**src/rtl/fxp_div_seq.sv**
```systemverilog
`default_nettype none
// +--------------------------------------------------------------------------+
// | fxp_div_seq: sequential restoring UQ(W-F).F divider, one bit per clock.   |
// | Define FXDIV_ROUND_EN for round-half-up via a guard iteration.  Rev 1.0   |
// +--------------------------------------------------------------------------+
module fxp_div_seq #(
  parameter int W = 10,
  parameter int F = 4
) (
  input  logic         clk,
  input  logic         rst,
  input  logic         start,
  input  logic [W-1:0] A,
  input  logic [W-1:0] B,
  output logic         busy,
  output logic         done,
  output logic [W-1:0] q,
  output logic         ov,
  output logic         dz
);

`ifdef FXDIV_ROUND_EN
  localparam int c_niter = W + F + 1;
  localparam int c_qw    = W + 1;
`else
  localparam int c_niter = W + F;
  localparam int c_qw    = W;
`endif
  localparam int            c_cw   = $clog2(c_niter + 1);
  localparam logic [c_cw-1:0] c_last = c_cw'(c_niter - 1);
  localparam logic [c_cw-1:0] c_frac = c_cw'(F);

  typedef enum logic [1:0] {
    S_IDLE = 2'd0,
    S_DIV  = 2'd1,
    S_DONE = 2'd2
  } state_t;

  state_t            state_q;
  logic [W-1:0]      b_q;
  logic [W+F-1:0]    d_q;
  logic [W:0]        r_q;
  logic [c_qw-2:0]   quo_q;
  logic [c_cw-1:0]   cnt_q;
  logic              busy_q;
  logic              done_q;
  logic [W-1:0]      q_q;
  logic              ov_q;
  logic              dz_q;

  logic [W+1:0]      w_r_shift;
  logic [W+1:0]      w_diff;
  logic              w_bit;
  logic [W:0]        r_d;
  logic [c_qw-1:0]   quo_d;
  logic [W-1:0]      w_res;
  logic              w_res_ov;

  // A clear borrow out of the wide subtraction means R >= B.
  always_comb begin
    w_r_shift = {r_q, d_q[W+F-1]};
    w_diff    = w_r_shift - {2'b00, b_q};
    w_bit     = ~w_diff[W+1];
    r_d       = w_bit ? w_diff[W:0] : w_r_shift[W:0];
    quo_d     = {quo_q, w_bit};
  end

`ifdef FXDIV_ROUND_EN
  logic [W:0] w_rnd;
  always_comb begin
    w_rnd    = {1'b0, quo_d[W:1]} + {{W{1'b0}}, quo_d[0]};
    w_res_ov = w_rnd[W];
    w_res    = w_rnd[W] ? {W{1'b1}} : w_rnd[W-1:0];
  end
`else
  always_comb begin
    w_res_ov = 1'b0;
    w_res    = quo_d[W-1:0];
  end
`endif

  always_ff @(posedge clk) begin
    if (rst) begin
      state_q <= S_IDLE;
      b_q     <= '0;
      d_q     <= '0;
      r_q     <= '0;
      quo_q   <= '0;
      cnt_q   <= '0;
      busy_q  <= 1'b0;
      done_q  <= 1'b0;
      q_q     <= '0;
      ov_q    <= 1'b0;
      dz_q    <= 1'b0;
    end else begin
      done_q <= 1'b0;
      case (state_q)
        S_IDLE: begin
          if (start) begin
            busy_q <= 1'b1;
            if (B == '0) begin
              state_q <= S_DONE;
              done_q  <= 1'b1;
              q_q     <= '1;
              ov_q    <= 1'b0;
              dz_q    <= 1'b1;
            end else begin
              state_q <= S_DIV;
              b_q     <= B;
              d_q     <= (W+F)'(A) << F;
              r_q     <= '0;
              quo_q   <= '0;
              cnt_q   <= '0;
            end
          end
        end
        S_DIV: begin
          r_q   <= r_d;
          d_q   <= {d_q[W+F-2:0], 1'b0};
          quo_q <= quo_d[c_qw-2:0];
          cnt_q <= cnt_q + 1'b1;
          // A one among the top F quotient bits cannot fit in W bits.
          if (w_bit && (cnt_q < c_frac)) begin
            state_q <= S_DONE;
            done_q  <= 1'b1;
            q_q     <= '1;
            ov_q    <= 1'b1;
            dz_q    <= 1'b0;
          end else if (cnt_q == c_last) begin
            state_q <= S_DONE;
            done_q  <= 1'b1;
            q_q     <= w_res;
            ov_q    <= w_res_ov;
            dz_q    <= 1'b0;
          end
        end
        S_DONE: begin
          state_q <= S_IDLE;
          busy_q  <= 1'b0;
        end
        default: begin
          state_q <= S_IDLE;
          busy_q  <= 1'b0;
        end
      endcase
    end
  end

  assign busy = busy_q;
  assign done = done_q;
  assign q    = q_q;
  assign ov   = ov_q;
  assign dz   = dz_q;

endmodule
`default_nettype wire

```
**config.mk**
```make
export PLATFORM = sky130hd
export DESIGN_NAME = fxp_div_seq
export DESIGN_NICKNAME = d
export VERILOG_FILES = /design/src/rtl/fxp_div_seq.sv
export SDC_FILE = /design/constraint.sdc
export NUM_CORES = 1
export LEC_CHECK = 0
export BUFFER_PORTS_ARGS = -buffer_cell sky130_fd_sc_hd__clkbuf_2
export CORE_ASPECT_RATIO = 0.6
export CORE_MARGIN = 5
export CORE_UTILIZATION = 35
export CTS_CLUSTER_DIAMETER = 30
export DETAILED_ROUTE_END_ITERATION = 6
export HOLD_SLACK_MARGIN = 0.02
export PLACE_DENSITY = 0.51
export SLEW_MARGIN = 15
export SYNTH_ARGS = -nofsm -noshare
export SYNTH_HDL_FRONTEND = slang
export SYNTH_SLANG_ARGS = --single-unit
```
**constraint.sdc**
```tcl
create_clock -name clk -period 3.7 [get_ports clk]
set_input_delay 0.74 -clock clk [delete_from_list [all_inputs] [get_ports clk]]
set_output_delay 0.74 -clock clk [all_outputs]
set_load 0.02 [all_outputs]
```
======== Yosys cells after proc, flatten, opt, wreduce, memory -nomap -nowiden ========
Index checks and enable logic that the tools add are counted.
cells by class
  $add $sub $neg .......................... 2
  order comparisons ....................... 1
  equality and inequality tests ........... 6
  multiplexer cells ....................... 39
  bitwise logic cells ..................... 3
  reduce and logical (&&, ||, !) cells .... 9
operator list
  kind                 number
  $mux 10              4
  $mux 11              3
  $mux 14              2
  $pmux 14 s2          1
  $pmux 11 s2          1
  $pmux 10 s2          1
  $mux 9               2
  $pmux 9 s2           1
  $mux 1               12
  $sub 12x10->12       1
  $logic_not 10->1     1
  $mux 2               4
  $mux 4               2
  $pmux 1 s2           4
  $pmux 4 s2           1
  $ne 2x2->1 const B   3
  $reduce_and 3->1     2
  $add 4x1->4 const B  1
  $eq 4x4->1 const B   1
  $lt 4x3->1 const B   1
  $pmux 2 s2           1
  $reduce_and 2->1     2
  $reduce_and 4->1     1
  $ne 3x3->1 const B   1
  5 further kinds      7
storage, ports and cells
  register bits after elaboration ......... 64
  input port bits ......................... 23

======== Logic depth before layout (Yosys ltp) ========
Gate-level depths: netlist (run 1).
  depth in word-level cells ............... 5
  mapped depth ............................ 9

======== Least setup slack after synthesis (run 1) ========
OpenSTA, ideal clock, no wires.
  path kind ............................... register to register
  from .................................... register b_q[1]
  to ...................................... register r_q[8]
  library setup time ...................... 0.063 ns
  arrival time ............................ 1.967 ns
  path slack .............................. 1.670 ns
  cell stages (with the launch flop) ...... 9
  clock period less this slack ............ 2.030 ns
  cell sequence ........................... dfxtp_1 inv_1 ha_1 nor2b_4 o2111ai_1 nand3_2 o21ba_4 a2111o_1 nand3_1
on the way
  cells in the longest elaborated chain, start to end .. 3
RTL lines
  item                    RTL line  RTL
  start, declared         40        logic [W-1:0] b_q;
  start signal, assigned  85        b_q <= '0;
  start signal, assigned  109       b_q <= B;
  $sub 12x10->12          62        w_diff = w_r_shift - {2'b00, b_q};
  $mux 11                 64        r_d = w_bit ? w_diff[W:0] : w_r_shift[W:0];
  $pmux 11 s2             97        case (state_q)
  end signal, assigned    118       r_q <= r_d;
  end, declared           42        logic [W:0] r_q;
No other way between the ends.
A chain may end at the register's enable or synchronous reset.

======== Worst setup path in the final report (run 1) ========
  from .................................... register b_q[1]
  to ...................................... register state_q[0]
on the way
  cells in the longest elaborated chain, start to end .. 5
RTL lines
  item                                                   RTL line  RTL
  $sub 12x10->12 *                                       62
  $not 1->1 *                                            63        w_bit = ~w_diff[W+1];
  $logic_and 1x1->1 *                                    123       if (w_bit && (cnt_q < c_frac)) begin
  $mux 2 / $ne 3x3->1 (equally long branches)            -
  $pmux 2 s2 / $reduce_and 2->1 (equally long branches)  -
  end signal, assigned                                   102       state_q <= S_DONE;
  end signal, assigned                                   124       state_q <= S_DONE;
  end signal, assigned                                   130       state_q <= S_DONE;
  end, declared                                          39        state_t state_q;
Mark *: on every way between the ends. The rest lies on a longest branch, timed or not.

==> results of run 1 <==
==> registers in the layout, summed over array words and instances (netlist names) <==
signal and cells:
cnt_q 4, state_q 2, d_q 10, ov 1, quo_q 9, q 10
dz 1, b_q 10, busy 1, r_q 11, done 1
==> worst max-delay path, delay by kind of cell, from the launching register on <==
family / cells / cell delay (ns)
buffers and inverters: 1 / 0.06
AO/OA/AOI/OAI: 2 / 0.78
adder cells (fa/ha/maj): 1 / 0.28
flip-flops: 1 / 0.39
AND/OR/NAND/NOR: 4 / 1.03
==> routing by layer <==
layer / vias to the layer above / part of all wire, % / wire length [µm] / GRT usage [%]
li1: 1392 / - / - / -
met1: 1283 / 57 / 4490 / 22.4
met2: 87 / 37 / 2900 / 17.6
met3: 2 / 6.1 / 484 / 5.48
met4: 0 / 0.44 / 35 / 3.40
met5: - / 0 / 0 / 0
==> path summary, 6_finish.rpt <==
path | endpoint | start | cells past startpoint
max | state_q[0] | b_q[1] | 8
min | busy | busy | 2
max reg2reg | state_q[0] | b_q[1] | 8
min reg2reg | busy | busy | 2
==> power by group <==
group	total [W]	internal (W)	leakage [nW]	switching [W]
logic	0.00155	0.000593	0.924	0.000957
registers	0.000907	0.000793	0.489	0.000114
clock network	0.000812	0.000548	0.145	0.000265
==> cells by family (layout without fill, tap and decap cells) <==
| kind of cell | count (synthesis) | count (layout) | share of synthesized area (%) |
|---|---|---|---|
| muxes | 11 | 11 | 3.47 |
| xor gates and xnor gates | 7 | 7 | 1.93 |
| adders and majority gates | 13 | 13 | 5.36 |
| DFF | 60 | 60 | 37.8 |
| and+or+nand+nor | 141 | 141 | 21.6 |
| buffers and inverters | 44 | 75 | 6.42 |
| AOI/OAI and AO/OA | 96 | 96 | 23.4 |
==> layout by cell type (no fill, tap or decap), types with 3 or more instances in the layout <==
master	Yosys	layout
xnor2_1	6	6
dfxtp_1	60	60
nand3_1	4	4
buf_4	1	4
nand2b_1	4	4
a22oi_1	9	9
nor4_1	4	4
o2111ai_1	4	4
nor3_1	8	8
a222oi_1	9	9
a21oi_1	21	21
a21o_1	3	3
mux2i_1	11	11
and3_2	3	3
o211ai_2	6	6
clkbuf_2	1	36
clkbuf_16	0	9
nor2b_1	4	4
ha_1	12	12
nand4_1	6	6
inv_1	21	21
nor2_1	73	73
o21a_1	4	4
o21ai_0	12	12
nand2_1	20	20
==> final cells by class <==
class                      count  area, µm²  area share, %
multi-input combinational    268       1780           48.0
sequential                    60       1200           32.5
clock buffer                  12        256           6.94
timing repair buffer          40        210           5.68
tap                          112        140           3.79
inverter                      21       78.8           2.13
clock inverter                 2       35.0          0.947
==> metrics by stage <==
| stage | hold WS [ns] | util, % |
|---|---|---|
| final | 0.455 | 42.6 |
| after global routing | 0.514 | 42.6 |
| after CTS | 0.462 | 42.6 |
| after detailed placement | 0.455 | 39.2 |
| after global placement | 0.445 | 39.2 |
| after floorplan | 0.460 | - |
==> results.txt, run 1 <==
Of the post-synthesis cell area, the dominant cell type holds 37.8%. The die is 133 µm wide. Buffers inserted to repair hold after CTS numbered 0. Once routing completed, OpenROAD measured the worst setup slack at 1.03 ns. Setup repair after global routing left no endpoint under its margin. The initial antenna violation count is 0. The path type of the worst setup path is flip-flop to flip-flop.

The highest cell delay on the worst timing path came out at 0.48 ns. Cells with a size suffix above 1 make up 19.6% of the layout. The count of nets left with antenna violations once routing finished came out at 0. The worst setup path is captured at a flip-flop. The H-tree level count came out at 3. TritonCTS built the clock tree.

Along the worst path, the maximum fanout reaches 16. The die covers 0.0111 mm². The slowest stage of the critical path is the o2111ai_1 cell. The final number of hold-violating endpoints is 0.

The cell sitting at the root of the clock tree is a clkbuf_16. The total vias in the final route is 2764. In the synthesized netlist the async set-or-reset flop fraction comes to 0%. Setup violations remaining at the end of the flow were counted as 0. The pin count of the biggest net entering global routing is 29. The post-synthesis net count is 408. The final sum of negative setup slack is 0 ns. The number of buffers between clock root and the deepest sink came out at 2.

The count of pins over their slew limit is 0. The number of different library cells used by synthesis comes to 64. The top achievable clock speed came out at 0.375 GHz.

The initial core utilization came out at 36.6%. The number of global-route vias before repair is 2527. The average cell area after synthesis came out at 8.54 µm².

In the finished design, the share of the clock period the worst path needs comes to 72.1%. The headroom to the max-slew limit came out at 38.9%. The total leakage power is 1.56 nW. In the post-synthesis netlist, the biggest area contributors are dfxtp_1 (38%), nor2_1 (8.6%), ha_1 (4.7%), mux2i_1 (3.5%), a21oi_1 (3.3%).

The most used flip-flop cell after synthesis is dfxtp_1. The post-route standard cell area excluding fillers came out at 0.00370 mm². Summed over all instances, the cell type with the most area after synthesis is dfxtp_1. The setup skew after layout came out at 0.00821 ns. The weighted congestion reported at the end of routability-driven placement is 0.838. The commonest cells after synthesis are nor2_1 (73), dfxtp_1 (60), a21oi_1 (21), inv_1 (21), nand2_1 (20).

The cell count after synthesis came out at 372. The data required time of the critical path came out at 3.91 ns. The minimum period implied by the final worst setup slack came out at 2.67 ns. The maximum vdd drop is 316 µV. In this run the worst hold path is classified as flip-flop to flip-flop. After detailed routing, the total wire length is 7.91 mm. The insertion delay of the later-clocked pin in the worst-skew pair came out at 0.33 ns. The overall die height came out at 83.8 µm. At the pin with the least slew margin, the transition time is 0.913 ns.

The count of state elements after synthesis came out at 60. Relative to the synthesized area, the layout overhead comes to 16.5%. The number of detailed-routing iterations run before antenna repair is 5. The clock transition time at the flip-flop clock pins of the worst setup and hold paths came out at 0.05 ns. By instance count, the leading cell after synthesis is nor2_1. The via density per instance is 5.37. Counting the buffers created by CTS gives 9. The number of sinks driven by the clock tree is 60. The routed length per placed instance came out at 15.4 µm. The row count came out at 26. Dividing total power by cell area gives a power density of 884 mW/mm². The reg2reg setup slack came out at 1.03 ns.

The post-detailed-placement half-perimeter wirelength came out at 5.72 mm. The antenna cell count is 0. Buffers placed on the I/O ports in this run total 36. For this block, the initial DRC count from the detailed router was 225. The run finished with clean final reports. The core area came out at 0.00869 mm². The sequential share of the synthesized area came out at 37.8%. The post-synthesis instance area came out at 0.00318 mm². The global-route usage over all layers came out at 14.3%. The net total in the final layout is 436. The filler cells instantiated in the layout total 827. After detailed routing, the number of remaining DRC violations is 0. The number of primary I/O pins came out at 37. Walking the worst path, the cells encountered are inv_1 -> ha_1 -> nor2b_4 -> o2111ai_1 -> nand3_2 -> nand4_2 -> nand3b_4 -> o31a_1. The post-layout instance count excluding filler cells is 515. The number of enable flip-flop cells after synthesis came out at 0. The max capacitance violation total came out at 0.

After layout, the design draws a total of 0.00327 W. The yosys synthesis warning count came out at 0. The post-CTS repair timing setup buffer count came out at 0.

The placement-stage worst setup slack is 1.01 ns. The total cell area at the placement stage came out at 0.00341 mm². The startpoint type of the worst setup path is a flip-flop.

The wire length of the first global-routing pass came out at 12.9 mm. Data arrives at the worst endpoint at 2.88 ns. The remaining global-route overflow came out at 0. The post-CTS resize count is 0.

The number of instances in the placed design is 501.
Note: power is estimated with default switching activity, not from simulation.
==> run 2, diff against run 1 <==
--- a/config.mk
+++ b/config.mk
@@ -12,7 +12,7 @@
 export CTS_CLUSTER_DIAMETER = 30
 export DETAILED_ROUTE_END_ITERATION = 6
 export HOLD_SLACK_MARGIN = 0.02
-export PLACE_DENSITY = 0.51
+export PLACE_DENSITY = 0.53
 export SLEW_MARGIN = 15
 export SYNTH_ARGS = -nofsm -noshare
 export SYNTH_HDL_FRONTEND = slang
==> constraint.sdc (replaced) <==
create_clock -name clk -period 2.45 [get_ports clk]
set_input_delay 0.49 -clock clk [delete_from_list [all_inputs] [get_ports clk]]
set_output_delay 0.49 -clock clk [all_outputs]
set_load 0.02 [all_outputs]
==> results.txt, run 2 (synthesis gave the netlist of run 1 again) <==
The setup skew after layout is 0.00530 ns (-0.00291 ns). The width of the die came to 133 µm (unchanged). The arrival time of the worst setup path is 2.52 ns (-0.36 ns).

The aggregate routed wire length came out at 8.16 mm (+3.1%). The number of sinks driven by the clock tree was 60 (unchanged). The number of primary I/O pins is 37 (unchanged). The die area is 0.0111 mm² (unchanged). The port buffer count came out at 36 (unchanged). The area growth from synthesis to layout came out at 18.3%. In the layout the commonest cells are nor2_1 (73), dfxtp_1 (60), clkbuf_2 (36), inv_1 (21), a21oi_1 (21). The count of nets left with antenna violations after detail routing is 0 (unchanged). The pin count of the biggest net entering global routing was 25 (-14%).

The peak fanout along the critical path is 16 (unchanged). The routing usage on met1 was 25.5% (+3.2 points). In this run the worst hold path is classified as input port to flip-flop. The maximum vdd drop came out at 477 µV (+51%). The via density per instance is 5.35 (-0.25%). The run finished with clean final reports. The internal power contribution is 0.00286 W (+48%). The most utilized layer in the global route result is met1.

The number of global-route vias before repair is 2650 (+4.9%). Broken down by cell family, the worst path's largest delay share belongs to compound AO/OA/AOI/OAI gates. The post-layout instance count excluding filler cells was 523 (+1.6%).

The count of pins over their slew limit is 0 (unchanged). The global-route met3 utilization came out at 4.28% (-1.2 points). The fraction of layout cells with a size suffix above 1 is 21.4% (+1.8 points).

The worst setup path is launched from a flip-flop. The number of endpoints failing setup at the final stage is 0 (unchanged). The max capacitance violation total came out at 0 (unchanged). The headroom to the max-slew limit is 40.6% (+1.7 points).

The switching power came out at 0.00207 W (+55%). The clock group share of total power is 23.2% (-1.6 points). The number of instances in the placed design came to 507 (+1.2%). The post-CTS repair timing setup buffer count is 0 (unchanged).

The path type of the worst setup path is flip-flop to flip-flop. The flip-flop count of the largest register after layout came out at 11 (unchanged). The switching power share of the total is 42.0% (+1.1 points). The minimum period implied by the final worst setup slack came out at 2.30 ns (-0.363 ns).

The register share of total power was 28.0% (+0.3 points). The initial core utilization came out at 36.6% (unchanged). The total cell area at the placement stage is 0.00348 mm² (+2.1%). The clock transition time at the flip-flop clock pins of the worst setup and hold paths is 0.05 ns (about the same). The insertion delay of the later-clocked pin in the worst-skew pair came out at 0.33 ns (about the same).

TritonCTS built the clock tree. The global-route usage over all layers is 15.5% (+1.3 points). The register with the most flip-flops in the final layout is r_q. The final sum of negative setup slack was 0 ns (unchanged). The met2 layer usage reported by global route came out at 18.7% (+1.1 points). The total of hold buffers inserted after clock tree synthesis is 0 (unchanged).

The slowest stage of the critical path belongs to the cell o21ba_4. The data required time of the critical path was 2.66 ns (-1.25 ns). The total leakage power is 1.58 nW (+1.6%). The total power density per cell area came out at 1310 mW/mm² (+48%). The number of detailed-routing iterations run before antenna repair was 5 (unchanged). STA classifies the critical path endpoint as a flip-flop. The relative contribution of combinational cells to total power is 48.8% (+1.4 points).

The net total in the final layout came out at 442 (+1.4%). The part of the cycle the worst path needs came out at 94.1% (+22 points). The highest cell delay on the worst timing path is 0.36 ns (-0.12 ns). The weighted congestion reported at the end of routability-driven placement was 0.887 (+5.9%). The top achievable clock speed was 0.434 GHz (+16%). The critical path buffer and inverter count came out at 1 (unchanged). The core area is 0.00869 mm² (unchanged). The final number of hold-violating endpoints is 0 (unchanged).

The routed length per placed instance is 15.6 µm (+1.6%). The remaining global-route overflow is 0 (unchanged). The post-route standard cell area excluding fillers came out at 0.00376 mm² (+1.6%). The number of DRC markers after the initial detailed-route iteration is 301 (+34%). The antenna cell count is 0 (unchanged). Setup repair after global routing left no endpoint under its margin. The number of buffers added by the clock tree synthesis step came out at 9 (unchanged). The initial antenna violation count came out at 0 (unchanged). The slew at the pin with the worst max-slew slack came to 0.887 ns (-0.0258 ns). The total vias in the final route came out at 2800 (+1.3%). The critical path goes through inv_1 -> ha_1 -> a21o_1 -> a311oi_1 -> o21ai_1 -> o21ba_4 -> nand3b_4 -> o31a_1. The library cell used most frequently in the layout, excluding fill and tap cells, is nor2_1. The wire length of the first global-routing pass is 13.7 mm (+6.9%). The number of buffers between clock root and the deepest sink came out at 2 (unchanged). The row count came out at 26 (unchanged). The post-detailed-placement half-perimeter wirelength came out at 6.01 mm (+5.0%). The total power after layout came out at 0.00493 W (+51%).

The H-tree level count is 3 (unchanged). The tree is rooted in a clkbuf_16. The final routed DRC violation total is 0 (unchanged).

The overall die height is 83.8 µm (unchanged).
## run 2: changes by cell type in the layout (fill, tap and decap cells not counted)
cell,previous run,this run
buf_4,4,8
o2111ai_2,0,1
and2_1,2,1
clkinv_2,1,2
clkbuf_1,1,2
o2111ai_1,4,3
and2_2,0,1
bufinv_16,1,0
buf_12,0,2
clkbuf_8,2,1
clkinvlp_4,0,2
## run 2: timing repair
item                                    CTS  global route
resized for setup                         0             2
endpoints found under the setup margin    0            10
endpoints found under the hold margin     0             0
## run 2: worst paths after layout
kind | from | to | slack, ns | cells past startpoint
worst max register to register | b_q[8] | state_q[0] | 0.15 | 8
worst min register to register | busy | busy | 0.46 | 2
worst max-delay path | b_q[8] | state_q[0] | 0.15 | 8
worst min-delay path | A[0] | d_q[4] | 0.40 | 3
## run 2: worst reg2reg max path, stage by stage, from the launching register on
cell	delay, ns
dfxtp_1	0.33
inv_1	0.05
ha_1	0.34
a21o_1	0.25
a311oi_1	0.27
o21ai_1	0.09
o21ba_4	0.36
nand3b_4	0.22
o31a_1	0.29
## run 2: layout make-up
class	count	area (µm²)
inverter	21	78.8
clock buffer	12	246
sequential	60	1200
tap	112	140
multi-input combinational	268	1780
clock inverter	4	25.0
fill	862	4930
timing repair buffer	46	280
## run 2: power by group through the flow
stage	registers, W	clock network [W]	logic, W
2_1_floorplan	0.00145	0	0.00187
3_3_place_gp	0.00139	0	0.00236
3_5_place_dp	0.00139	0	0.00238
4_1_cts	0.00137	0.00118	0.00239
5_1_grt	0.00141	0.00121	0.00265
6_report	0.00138	0.00114	0.00241
## run 2: stage by stage
step	hold WS, ns	utilization, %	setup WS, ns
final	0.402	43.2	0.146
after global routing	0.426	43.2	0.00513
after CTS	0.394	43.2	0.0953
after detailed placement	0.454	40.0	0.130
after global placement	0.449	40.0	0.199
after floorplan	0.460	-	0.420
## run 2: layer usage
layer  routed length, µm  vias up
met3                 626       12
met5                   0        -
li1                    -     1406
met4                  97        0
met2                2800       76
met1                4640     1306
